[src/rtl/async_read_dual_port_ram_if.sv]
// Bus bundle for the scratch RAM: write-port controls plus the combinational read port.
interface async_read_dual_port_ram_if #(
  parameter int DATA_WIDTH = 16,
  parameter int ADDR_WIDTH = 3
);
  logic                  we;
  logic                  re;
  logic [DATA_WIDTH-1:0] data_in;
  logic [ADDR_WIDTH-1:0] wr_addr;
  logic [ADDR_WIDTH-1:0] rd_addr;
  logic [DATA_WIDTH-1:0] data_out;

  modport master (
    output we, re, data_in, wr_addr, rd_addr,
    input  data_out
  );

  modport slave (
    input  we, re, data_in, wr_addr, rd_addr,
    output data_out
  );
endinterface

[src/rtl/async_read_dual_port_ram.sv]
// 8x16 simple dual-port RAM: write on rising wr_clk, combinational read,
// whole array cleared asynchronously by clr.
module async_read_dual_port_ram #(
  parameter int DATA_WIDTH = 16,
  parameter int ADDR_WIDTH = 3,
  parameter int DEPTH      = 8
) (
  input  logic                          wr_clk,
  input  logic                          clr,
  async_read_dual_port_ram_if.slave     bus
);

  logic [DATA_WIDTH-1:0] mem_q [DEPTH];
  logic [DATA_WIDTH-1:0] mem_d [DEPTH];
  logic [DATA_WIDTH-1:0] rd_data_s;

  // Next array contents: one word replaced when we is a clean 1, otherwise hold.
  always_comb begin
    mem_d = mem_q;
    if (bus.we == 1'b1) begin
      mem_d[bus.wr_addr] = bus.data_in;
    end else begin
      mem_d = mem_q;
    end
  end

  // Storage array; clear is asynchronous and overrides any coincident write edge.
  always_ff @(posedge wr_clk or posedge clr) begin
    if (clr) begin
      for (int i = 0; i < DEPTH; i++) begin
        mem_q[i] <= {DATA_WIDTH{1'b0}};
      end
    end else begin
      mem_q <= mem_d;
    end
  end

  // Read port is purely combinational: no bypass of data_in, forced to zero while clearing.
  always_comb begin
    rd_data_s = {DATA_WIDTH{1'b0}};
    if ((bus.re == 1'b1) && (clr == 1'b0)) begin
      rd_data_s = mem_q[bus.rd_addr];
    end else begin
      rd_data_s = {DATA_WIDTH{1'b0}};
    end
  end

  assign bus.data_out = rd_data_s;

endmodule

[src/flat_wrapper.sv]
// flat-port wrapper written by rule: the top's interface ports become plain ports
module async_read_dual_port_ram_flat 
#(
  parameter int DATA_WIDTH = 16,
  parameter int ADDR_WIDTH = 3,
  parameter int DEPTH      = 8
)
  (wr_clk, clr, bus_we, bus_re, bus_data_in, bus_wr_addr, bus_rd_addr, bus_data_out);
  async_read_dual_port_ram_if #(.DATA_WIDTH(DATA_WIDTH), .ADDR_WIDTH(ADDR_WIDTH)) bus_i ();
  input  logic wr_clk;
  input  logic clr;
  input wire logic [$bits(bus_i.we)-1:0] bus_we;
  input wire logic [$bits(bus_i.re)-1:0] bus_re;
  input wire logic [$bits(bus_i.data_in)-1:0] bus_data_in;
  input wire logic [$bits(bus_i.wr_addr)-1:0] bus_wr_addr;
  input wire logic [$bits(bus_i.rd_addr)-1:0] bus_rd_addr;
  output wire logic [$bits(bus_i.data_out)-1:0] bus_data_out;
  assign bus_i.we = bus_we;
  assign bus_i.re = bus_re;
  assign bus_i.data_in = bus_data_in;
  assign bus_i.wr_addr = bus_wr_addr;
  assign bus_i.rd_addr = bus_rd_addr;
  assign bus_data_out = bus_i.data_out;
  async_read_dual_port_ram #(.DATA_WIDTH(DATA_WIDTH), .ADDR_WIDTH(ADDR_WIDTH), .DEPTH(DEPTH)) u_core (.wr_clk(wr_clk), .clr(clr), .bus(bus_i));
endmodule
[config.mk]
export PLATFORM = sky130hd
export DESIGN_NAME = async_read_dual_port_ram_flat
export DESIGN_NICKNAME = d
export VERILOG_FILES = /design/src/rtl/async_read_dual_port_ram_if.sv /design/src/rtl/async_read_dual_port_ram.sv /design/src/flat_wrapper.sv
export SDC_FILE = /design/constraint.sdc
export NUM_CORES = 1
export LEC_CHECK = 0
export CAP_MARGIN = 20
export CORE_ASPECT_RATIO = 0.7
export CORE_UTILIZATION = 30
export DETAILED_ROUTE_END_ITERATION = 12
export PLACE_DENSITY = 0.49
export SLEW_MARGIN = 15
export SYNTH_ARGS = -nofsm -noshare
export SYNTH_HDL_FRONTEND = slang
export SYNTH_SLANG_ARGS = --single-unit
[constraint.sdc]
create_clock -name wr_clk -period 3.6 [get_ports wr_clk]
set_input_delay 0.36 -clock wr_clk [delete_from_list [all_inputs] [get_ports wr_clk]]
set_output_delay 0.36 -clock wr_clk [all_outputs]
set_load 0.02 [all_outputs]
==> results.md, run 1 <==
- Total Power: 4.40 mW
- Post-DRT Antenna Nets: 0
- Register area share after synthesis: 54.0%
- Final Critical Period: ~2.9 ns
- Mapped Area: 0.00593 sq mm
- CTS Hold Bufs: 0
- Final WL: 13,500 um
- Post-cts resize count: 0
- Most flop-heavy register: u_core.mem_q
- Clock transition at path regs: 0.05 ns
- Largest area contributor in the netlist: dfrtp_1
- Max VDD drop: slightly below 0.3 mV
- Count leader, synth: dfrtp_1
- Crit share post-route: between 70 and 80%
- Switching share of power: a little under a quarter
- Vias in the first global route: roughly 3,700
- Startpoint Class: primary input
- Post-Place Setup Slack: 0.714 ns
- Detail Placement HPWL: 7830 um
- Worst r2r src: u_core.mem_q[118]
- Layout area overhead: 22.8%
- Cell count after synthesis: 409
- Layout Skew: 0 ns
- # nets final: 484
- Initial DRC Count: 143
- RSZ-0062 raised after global routing: no
- Switch Pwr: just over 1 mW
- Final GP Congestion: 0.668
- CTS tree: yes
- Power Dens Cells: 604 mW/mm^2
- Fraction of layout cells with a size suffix above 1: 38.0%
- Mapped Nets: 435
- R2r endpoint: u_core.mem_q[118]
- Number of H-tree levels: 4
- Max reg flops: 128
- Setup crit end kind: output pin
- Register bit count reported by yosys: 128
- Die width: 170 um
- Cells on Worst Hold Path: 1
- Max-cap viol count: 0
- DRC Markers: 0
- Initial Util: around 31%
- Final Core Density: 38.1%
- Grt ovf: 0
- Worst Path Arrival: 2.51 ns
- Slew headroom: 53.4%
- Status: finished clean
- Finish-stage setup viols: 0
- Total CTS buffers: 17
- Average size of a mapped cell: 14.5 sq um
- Leak: 3.17 nW
- Critical path class: in2out
- First-pass GRT wire length: 21,400 um
- Final hold viol count: 0
- Core area: 0.0191 sq mm
- CTS Root Buffer Type: clkbuf_16
- Fmax: 348 MHz
- Ys flop type: dfrtp_1
- Cell Area, Placed: 0.00665 sq mm
- Hold Crit Class: reg2reg
- Vias post-DR: 3,528
- R2R Setup Slk: 2.83 ns
- Pin count of the biggest net entering global routing: approximately 130
- Clock network fraction of design power: 41.4%
- WHS Endpoint: u_core.mem_q[95]
- Critical Path Fanout Max: 16
- Reg2reg path depth: 1
- Largest regs: u_core.mem_q x128
- DIE HEIGHT: between 100 and 150 um
- Async SR Flop Fraction: 100%
- Worst Path Required: ~3.2 ns
- Avg WL per Cell: 18.4 um
- Comb power frac: roughly 15%
- Yosys cell types: 22
- Final instance area: 0.00728 sq mm
- Cell internal pwr: about 3.4 mW
- Post-CTS Setup Bufs: 0
- Slew Limit Fails: 0
- HP Start: u_core.mem_q[95]
- 1st-pass router iterations: 4
- Initial antenna violation count: 0
- Synth warn: 0
- Clock latency on the worst-skew pair: around 0.4 ns
- Post-DR vias/cell: about 4.8
- Most area-consuming cells after synthesis: dfrtp_1, mux2_2, mux2i_1
- Worst-case clock buffer depth: 2
- Clk sinks: 128
- Reg power frac: 43.3%
- Post-synth EDFFs: 0
- Setup ws final: roughly 0.73 ns
- Worst-margin pin slew: 0.699 ns
- Top cell type's share of synthesized area: a little over half
- IO Pins: 42
- Setup TNS: 0 ns
- Die ar.: 0.0203 sq mm
- FP Rows: 42
- Top post-synthesis cells by count: dfrtp_1, mux2_2, mux2i_1, o22ai_1, buf_2
- PortBufs: 41
- GR Util All Layers: 14.3%
- Ant diodes: 0
-- through the flow --
step,hold WS (ns),cells
CTS,0.488,735
global route,0.504,735
floorplan,0.458,409
finish,0.486,735
global placement,0.467,703
detailed placement,0.475,703
-- critical path, cell delays in order --
cell	delay (ns)
clkdlybuf4s50_1	0.45
or4b_1	0.52
buf_4	0.24
o22ai_1	0.21
or2_2	0.13
clkdlybuf4s50_1	0.59
-- power groups by stage --
stage	clock network, mW	logic, mW	registers, mW
floorplan	0	0.515	1.89
global placement	0	0.670	1.91
detailed placement	0	0.685	1.93
CTS	1.88	0.687	1.90
global route	1.95	0.742	1.95
finish	1.82	0.672	1.91
-- worst max path at each step --
stage | startpoint | to | slack, ns | depth (start not counted)
finish | bus_rd_addr[0] | bus_data_out[2] | 0.73 | 6
global placement | bus_rd_addr[0] | bus_data_out[12] | 0.75 | 6
CTS | clr | bus_data_out[12] | 0.72 | 6
floorplan | clr | u_core.mem_q[0] | 1.66 | 1
detailed placement | clr | bus_data_out[12] | 0.71 | 6
global route | bus_rd_addr[0] | bus_data_out[0] | 0.61 | 6
-- routing by layer --
layer  vias to the layer above  track usage, %  wire length (um)
li1                       1618               -                 -
met1                      1861            19.9              6680
met2                        42            22.3              6420
met3                         7            3.23               339
met4                         0            4.22                82
met5                         -               0                 0
-- cell usage in the layout, fill, tap and decap left out, types with 4 or more instances in the layout --
cell | synthesis | final
buf_4 | 5 | 14
clkinvlp_4 | 0 | 4
mux2_1 | 10 | 10
bufinv_16 | 0 | 4
mux2_2 | 118 | 118
or2_2 | 5 | 5
mux2i_1 | 64 | 64
or2_1 | 11 | 11
dfrtp_1 | 128 | 128
clkdlybuf4s50_1 | 0 | 40
o22ai_1 | 32 | 32
clkbuf_16 | 0 | 17
-- final cells by class --
type	count	area (sq um)
clock buffers	22	474
clock inverters	10	158
fillers	1847	11800
inverters	1	7.51
multi-input cells	254	2560
flip-flops and latches	128	3200
well taps	264	330
repair buffers	56	546
-- cells by family (layout without fill, tap and decap cells) --
family / after synthesis / after routing / synth area share [%]
AO/OA/AOI/OAI: 32 / 32 / 3.38
buffers and inverters: 27 / 89 / 2.72
flip-flops: 128 / 128 / 54.0
multiplexers: 192 / 192 / 35.1
AND/OR/NAND/NOR: 30 / 30 / 4.73
Power figures use the tool's default switching activity.
==> run 2: changes to the inputs <==
--- a/config.mk
+++ b/config.mk
@@ -9,7 +9,7 @@
 export CORE_ASPECT_RATIO = 0.7
 export CORE_UTILIZATION = 30
 export DETAILED_ROUTE_END_ITERATION = 12
-export PLACE_DENSITY = 0.49
+export PLACE_DENSITY = 0.47
 export SLEW_MARGIN = 15
 export SYNTH_ARGS = -nofsm -noshare
 export SYNTH_HDL_FRONTEND = slang
==> constraint.sdc (replaced) <==
create_clock -name wr_clk -period 2.79 [get_ports wr_clk]
set_input_delay 0.279 -clock wr_clk [delete_from_list [all_inputs] [get_ports wr_clk]]
set_output_delay 0.279 -clock wr_clk [all_outputs]
set_load 0.02 [all_outputs]
==> results.md, run 2 (synthesized netlist as in run 1, its figures left out) <==
- Multi-input logic area: 0.00256 sq mm
- Sequential cell area: around 0.0032 sq mm
- Detail Placement HPWL: 8400 um
- Ant diodes: 0
- Layout Skew: 0 ns
- Final WL: ~14,000 um
- Vias in the first global route: 3,827
- Die ar.: 0.0203 sq mm
- Worst-margin pin slew: 0.859 ns
- Critical Path Sink: bus_data_out[15]
- Max reg flops: ~130
- Layout area overhead: 24.1%
- Worst r2r src: u_core.mem_q[84]
- Slew headroom: 42.5%
- Initial DRC Count: 94
- RSZ-0062 raised after global routing: no
- 1st-pass router iterations: 4
- Number of H-tree levels: 4
- CTS Hold Bufs: 0
- Finish-stage setup viols: 0
- R2R Setup Slk: 2.00 ns
- Max VDD drop: 0.329 mV
- Worst-case clock buffer depth: 2
- Clock transition at path regs: 0.06 ns
- Initial antenna violation count: 0
- Critical Path Source: bus_rd_addr[0]
- Fmax: 373 MHz
- Setup crit end kind: output pin
- GR Util All Layers: 15.0%
- Vias post-DR: 3,571
- Clk sinks: 128
- Fillcell total: around 1,800
- Final Critical Period: 2.68 ns
- Max-cap viol count: 0
- Total CTS buffers: 17
- Power Dens Cells: 766 mW/mm^2
- Post-DR vias/cell: 4.83
- Commonest non-fill, non-tap cell in the layout: dfrtp_1
- Die width: 170 um
- Hold Crit Class: in2async
- Setup TNS: 0 ns
- Clock latency on the worst-skew pair: around 0.41 ns
- Status: finished clean
- Grt ovf: 0
- Initial Util: roughly 31%
- First-pass GRT wire length: 22,400 um
- CTS tree: yes
- Pin count of the biggest net entering global routing: 49
- Startpoint Class: primary input
- Post-cts resize count: 0
- Final GP Congestion: 0.679
- Post-DRT Antenna Nets: 0
- Most flop-heavy register: u_core.mem_q
- PortBufs: 41
- FP Rows: 42
- DIE HEIGHT: 120 um
- Uppermost layer routed: met4
- Reg2reg path depth: 1
- Met1 wire length: 6970 um
- Final hold viol count: 0
- Worst Path Arrival: 2.41 ns
- Worst Path Required: roughly 2.5 ns
- Wire length on met2: ~6500 um
- Critical Path Fanout Max: 16
- Hold slack: 0.444 ns
- Crit share post-route: 96.2%
- Core area: 0.0191 sq mm
- IO Pins: 42
- Fraction of layout cells with a size suffix above 1: roughly two fifths
- Slew Limit Fails: 0
- # nets final: 488
- R2r endpoint: u_core.mem_q[84]
- Critical path class: in2out
- Total Power: 5.64 mW
- Avg WL per Cell: 19.0 um
- Most frequent cells in the layout: dfrtp_1, mux2_2, mux2i_1
- Largest regs: u_core.mem_q x128
- Metal3 WL: 344 um
- Leak: 3.21 nW
- DRC Markers: 0
- Post-CTS Setup Bufs: 0
- CTS Root Buffer Type: clkbuf_16
[run 2: how the worst min path moves through the flow]
stage | from | end | slack, ns | cells past startpoint
floorplan | bus_data_in[0] | u_core.mem_q[80] | 0.41 | 1
global placement | u_core.mem_q[82] | u_core.mem_q[82] | 0.47 | 1
detailed placement | u_core.mem_q[85] | u_core.mem_q[85] | 0.47 | 1
CTS | clr | u_core.mem_q[84] | 0.45 | 4
global route | clr | u_core.mem_q[84] | 0.49 | 4
finish | clr | u_core.mem_q[84] | 0.44 | 4
[run 2: final cells by class]
class	instances	share of cell area, %
clock inverters	12	2.14
inverters	1	0.102
well taps	264	4.49
multi-input cells	254	34.8
clock buffers	20	6.21
flip-flops and latches	128	43.5
repair buffers	60	8.67
[run 2: critical path, cell delays in order]
cell,delay [ns]
clkdlybuf4s50_1,0.41
or4b_1,0.58
buf_12,0.19
o22ai_1,0.20
or2_2,0.14
clkdlybuf4s50_1,0.59
[run 2: metal layers]
layer,vias to the layer above,GRT usage (%)
li1,1635,-
met1,1871,20.4
met2,50,23.6
met3,15,3.23
met4,0,4.95
met5,-,0
[run 2: where the power goes]
part | switching, mW | internal, mW
Clock | 0.830 | 1.46
Sequential | 0.192 | 2.27
Combinational | 0.365 | 0.526
[run 2: through the flow]
stage          setup slack, ns  instances  area (sq um)  utilization [%]
2_1_floorplan            0.930        409          5930                -
3_3_place_gp             0.127        707          6740             35.2
3_5_place_dp             0.113        707          6740             35.2
4_1_cts                  0.113        739          7360             38.5
5_1_grt                 0.0329        739          7360             38.5
6_report                 0.106        739          7360             38.5
==> run 3: changes to the inputs <==
--- a/config.mk
+++ b/config.mk
@@ -5,7 +5,7 @@
 export SDC_FILE = /design/constraint.sdc
 export NUM_CORES = 1
 export LEC_CHECK = 0
-export CAP_MARGIN = 20
+export CAP_MARGIN = 0
 export CORE_ASPECT_RATIO = 0.7
 export CORE_UTILIZATION = 30
 export DETAILED_ROUTE_END_ITERATION = 12
==> constraint.sdc (replaced) <==
create_clock -name wr_clk -period 2.6 [get_ports wr_clk]
set_input_delay 0.26 -clock wr_clk [delete_from_list [all_inputs] [get_ports wr_clk]]
set_output_delay 0.26 -clock wr_clk [all_outputs]
set_load 0.02 [all_outputs]
==> results.md, run 3 (synthesized netlist as in run 1, its figures left out) <==
- Worst Path Required: 2.34 ns
- Critical path class: in2out
- Initial DRC Count: between 100 and 150
- Final Critical Period: 2.40 ns
- DIE HEIGHT: 120 um
- Initial Util: 31.0%
- 1st-pass router iterations: 4
- Max-cap viol count: 0
- Total Power: between 5 and 6 mW
- Setup ws final: approximately 0.20 ns
- Max reg flops: 128
- Fraction of layout cells with a size suffix above 1: about two fifths
- Clock transition at path regs: 0.06 ns
- Final Core Density: 38.4%
- First-pass GRT wire length: 22,000 um
- Core area: 0.0191 sq mm
- Critical path's largest stage delay: 0.52 ns
- CP cell instances: clkdlybuf4s50_1 > or4b_4 > buf_4 > o22ai_1 > or2_2 > dlygate4sd2_1
- Clock network fraction of design power: 40.0%
- Fmax: 417 MHz
- Layout Skew: 0 ns
- Final GP Congestion: 0.672
- Clk sinks: about 130
- Reg power frac: between 40% and 50%
- GR Util All Layers: 14.6%
- Die width: 170 um
- Switch Pwr: 1.48 mW
- Clock latency on the worst-skew pair: 0.40 ns
- Avg WL per Cell: 18.4 um
- Ant diodes: 0
- Detail Placement HPWL: 8310 um
- CP delay by family, top: buffers and inverters
- CP bufs+invs: 3
- CTS tree: yes
- Cell internal pwr: 4.47 mW
- RSZ-0062 raised after global routing: no
- Worst Path Arrival: 2.14 ns
- Hold Crit Class: in2async
- Post-Place Setup Slack: -0.140 ns
- PortBufs: 41
- Initial antenna violation count: 0
- Post-DR vias/cell: between 4 and 5
- Total CTS buffers: 17
- Switching share of power: 24.9%
- Slew headroom: ~60%
- Slew Limit Fails: 0
- CTS Root Buffer Type: clkbuf_16
- Finish-stage setup viols: 0
- # nets final: 491
- Most flop-heavy register: u_core.mem_q
- Critical Path Fanout Max: 6
- Worst-margin pin slew: 0.608 ns
- Most frequent cells in the layout: dfrtp_1, mux2_2, mux2i_1
- Slowest-stage cell, CP: clkdlybuf4s50_1
- Largest regs: u_core.mem_q x128
- Crit share post-route: 92.3%
- IO Pins: 42
- Number of H-tree levels: 4
- Pin count of the biggest net entering global routing: 58
- Final WL: 13,600 um
- Setup TNS: 0 ns
- Comb power frac: 15.6%
- Max VDD drop: 0.345 mV
- Commonest non-fill, non-tap cell in the layout: dfrtp_1
- Leak: 3.27 nW
- Worst-case clock buffer depth: 2
- DRC Markers: 0
- Grt ovf: 0
- FP Rows: 42
- Startpoint Class: primary input
- Vias post-DR: 3,512
- Power Dens Cells: 809 mW/mm^2
- Final hold viol count: 0
- Hold slack: 0.402 ns
- Setup crit end kind: output pin
- Vias in the first global route: a little under 4,000
- Post-CTS Setup Bufs: 0
- Post-DRT Antenna Nets: 0
- Fillcell total: 1,846
- Layout area overhead: 24.0%
- Die ar.: 0.0203 sq mm
- Status: finished clean
-- run 3: cell types whose count changed in the layout (fill, tap and decap cells not counted) --
cell             change
clkdlybuf4s50_1     -16
dlygate4sd2_1       +16
or4b_1               -1
clkinv_2             -1
clkinvlp_4           +4
or4b_4               +1
bufinv_16            -1
clkbuf_1             -1
clkbuf_8             +1
inv_6                -2
buf_4                +3
-- run 3: stage by stage --
stage / cell area (sq um) / std cells
2_1_floorplan: 5930 / 409
3_3_place_gp: 6760 / 710
3_5_place_dp: 6760 / 710
4_1_cts: 7350 / 742
5_1_grt: 7350 / 742
6_report: 7350 / 742
-- run 3: final timing paths --
path | cells after the start | startpoint | end | slack, ns
worst min register to register | 1 | u_core.mem_q[95] | u_core.mem_q[95] | 0.49
worst max register to register | 1 | u_core.mem_q[84] | u_core.mem_q[84] | 1.81
worst max-delay path | 6 | bus_re | bus_data_out[1] | 0.20
min in group wr_clk | 1 | u_core.mem_q[95] | u_core.mem_q[95] | 0.49
max in group asynchronous | 4 | clr | u_core.mem_q[27] | 1.51
worst min-delay path | 3 | clr | u_core.mem_q[4] | 0.40
-- run 3: power by group through the flow --
stage               clock (mW)  combinational (mW)  sequential (mW)
floorplan                    0               0.714             2.61
global placement             0               0.938             2.64
detailed placement           0               0.962             2.67
CTS                       2.44               0.948             2.64
global route              2.54                1.02             2.69
finish                    2.38               0.929             2.64
-- run 3: metal layers --
metal / GRT usage [%] / wire length (um) / vias up
met2: 23.6 / 6320 / 39
met5: 0 / 0 / -
met3: 3.03 / 339 / 15
met4: 4.56 / 134 / 0
met1: 19.7 / 6850 / 1830
li1: - / - / 1628
-- run 3: what timing repair did --
| item | CTS | global route |
|---|---|---|
| gates resized for setup | 17 | 0 |
| setup endpoints to repair | 16 | 0 |
| hold buffers | 0 | 0 |
-- run 3: area by class of cell --
type | count | area (sq um) | area share [%]
clock inverter | 12 | 135 | 1.84
multi-input combinational | 254 | 2570 | 34.9
inverter | 1 | 7.51 | 0.102
timing repair buffer | 63 | 641 | 8.72
clock buffer | 20 | 467 | 6.35
sequential | 128 | 3200 | 43.6
tap | 264 | 330 | 4.49
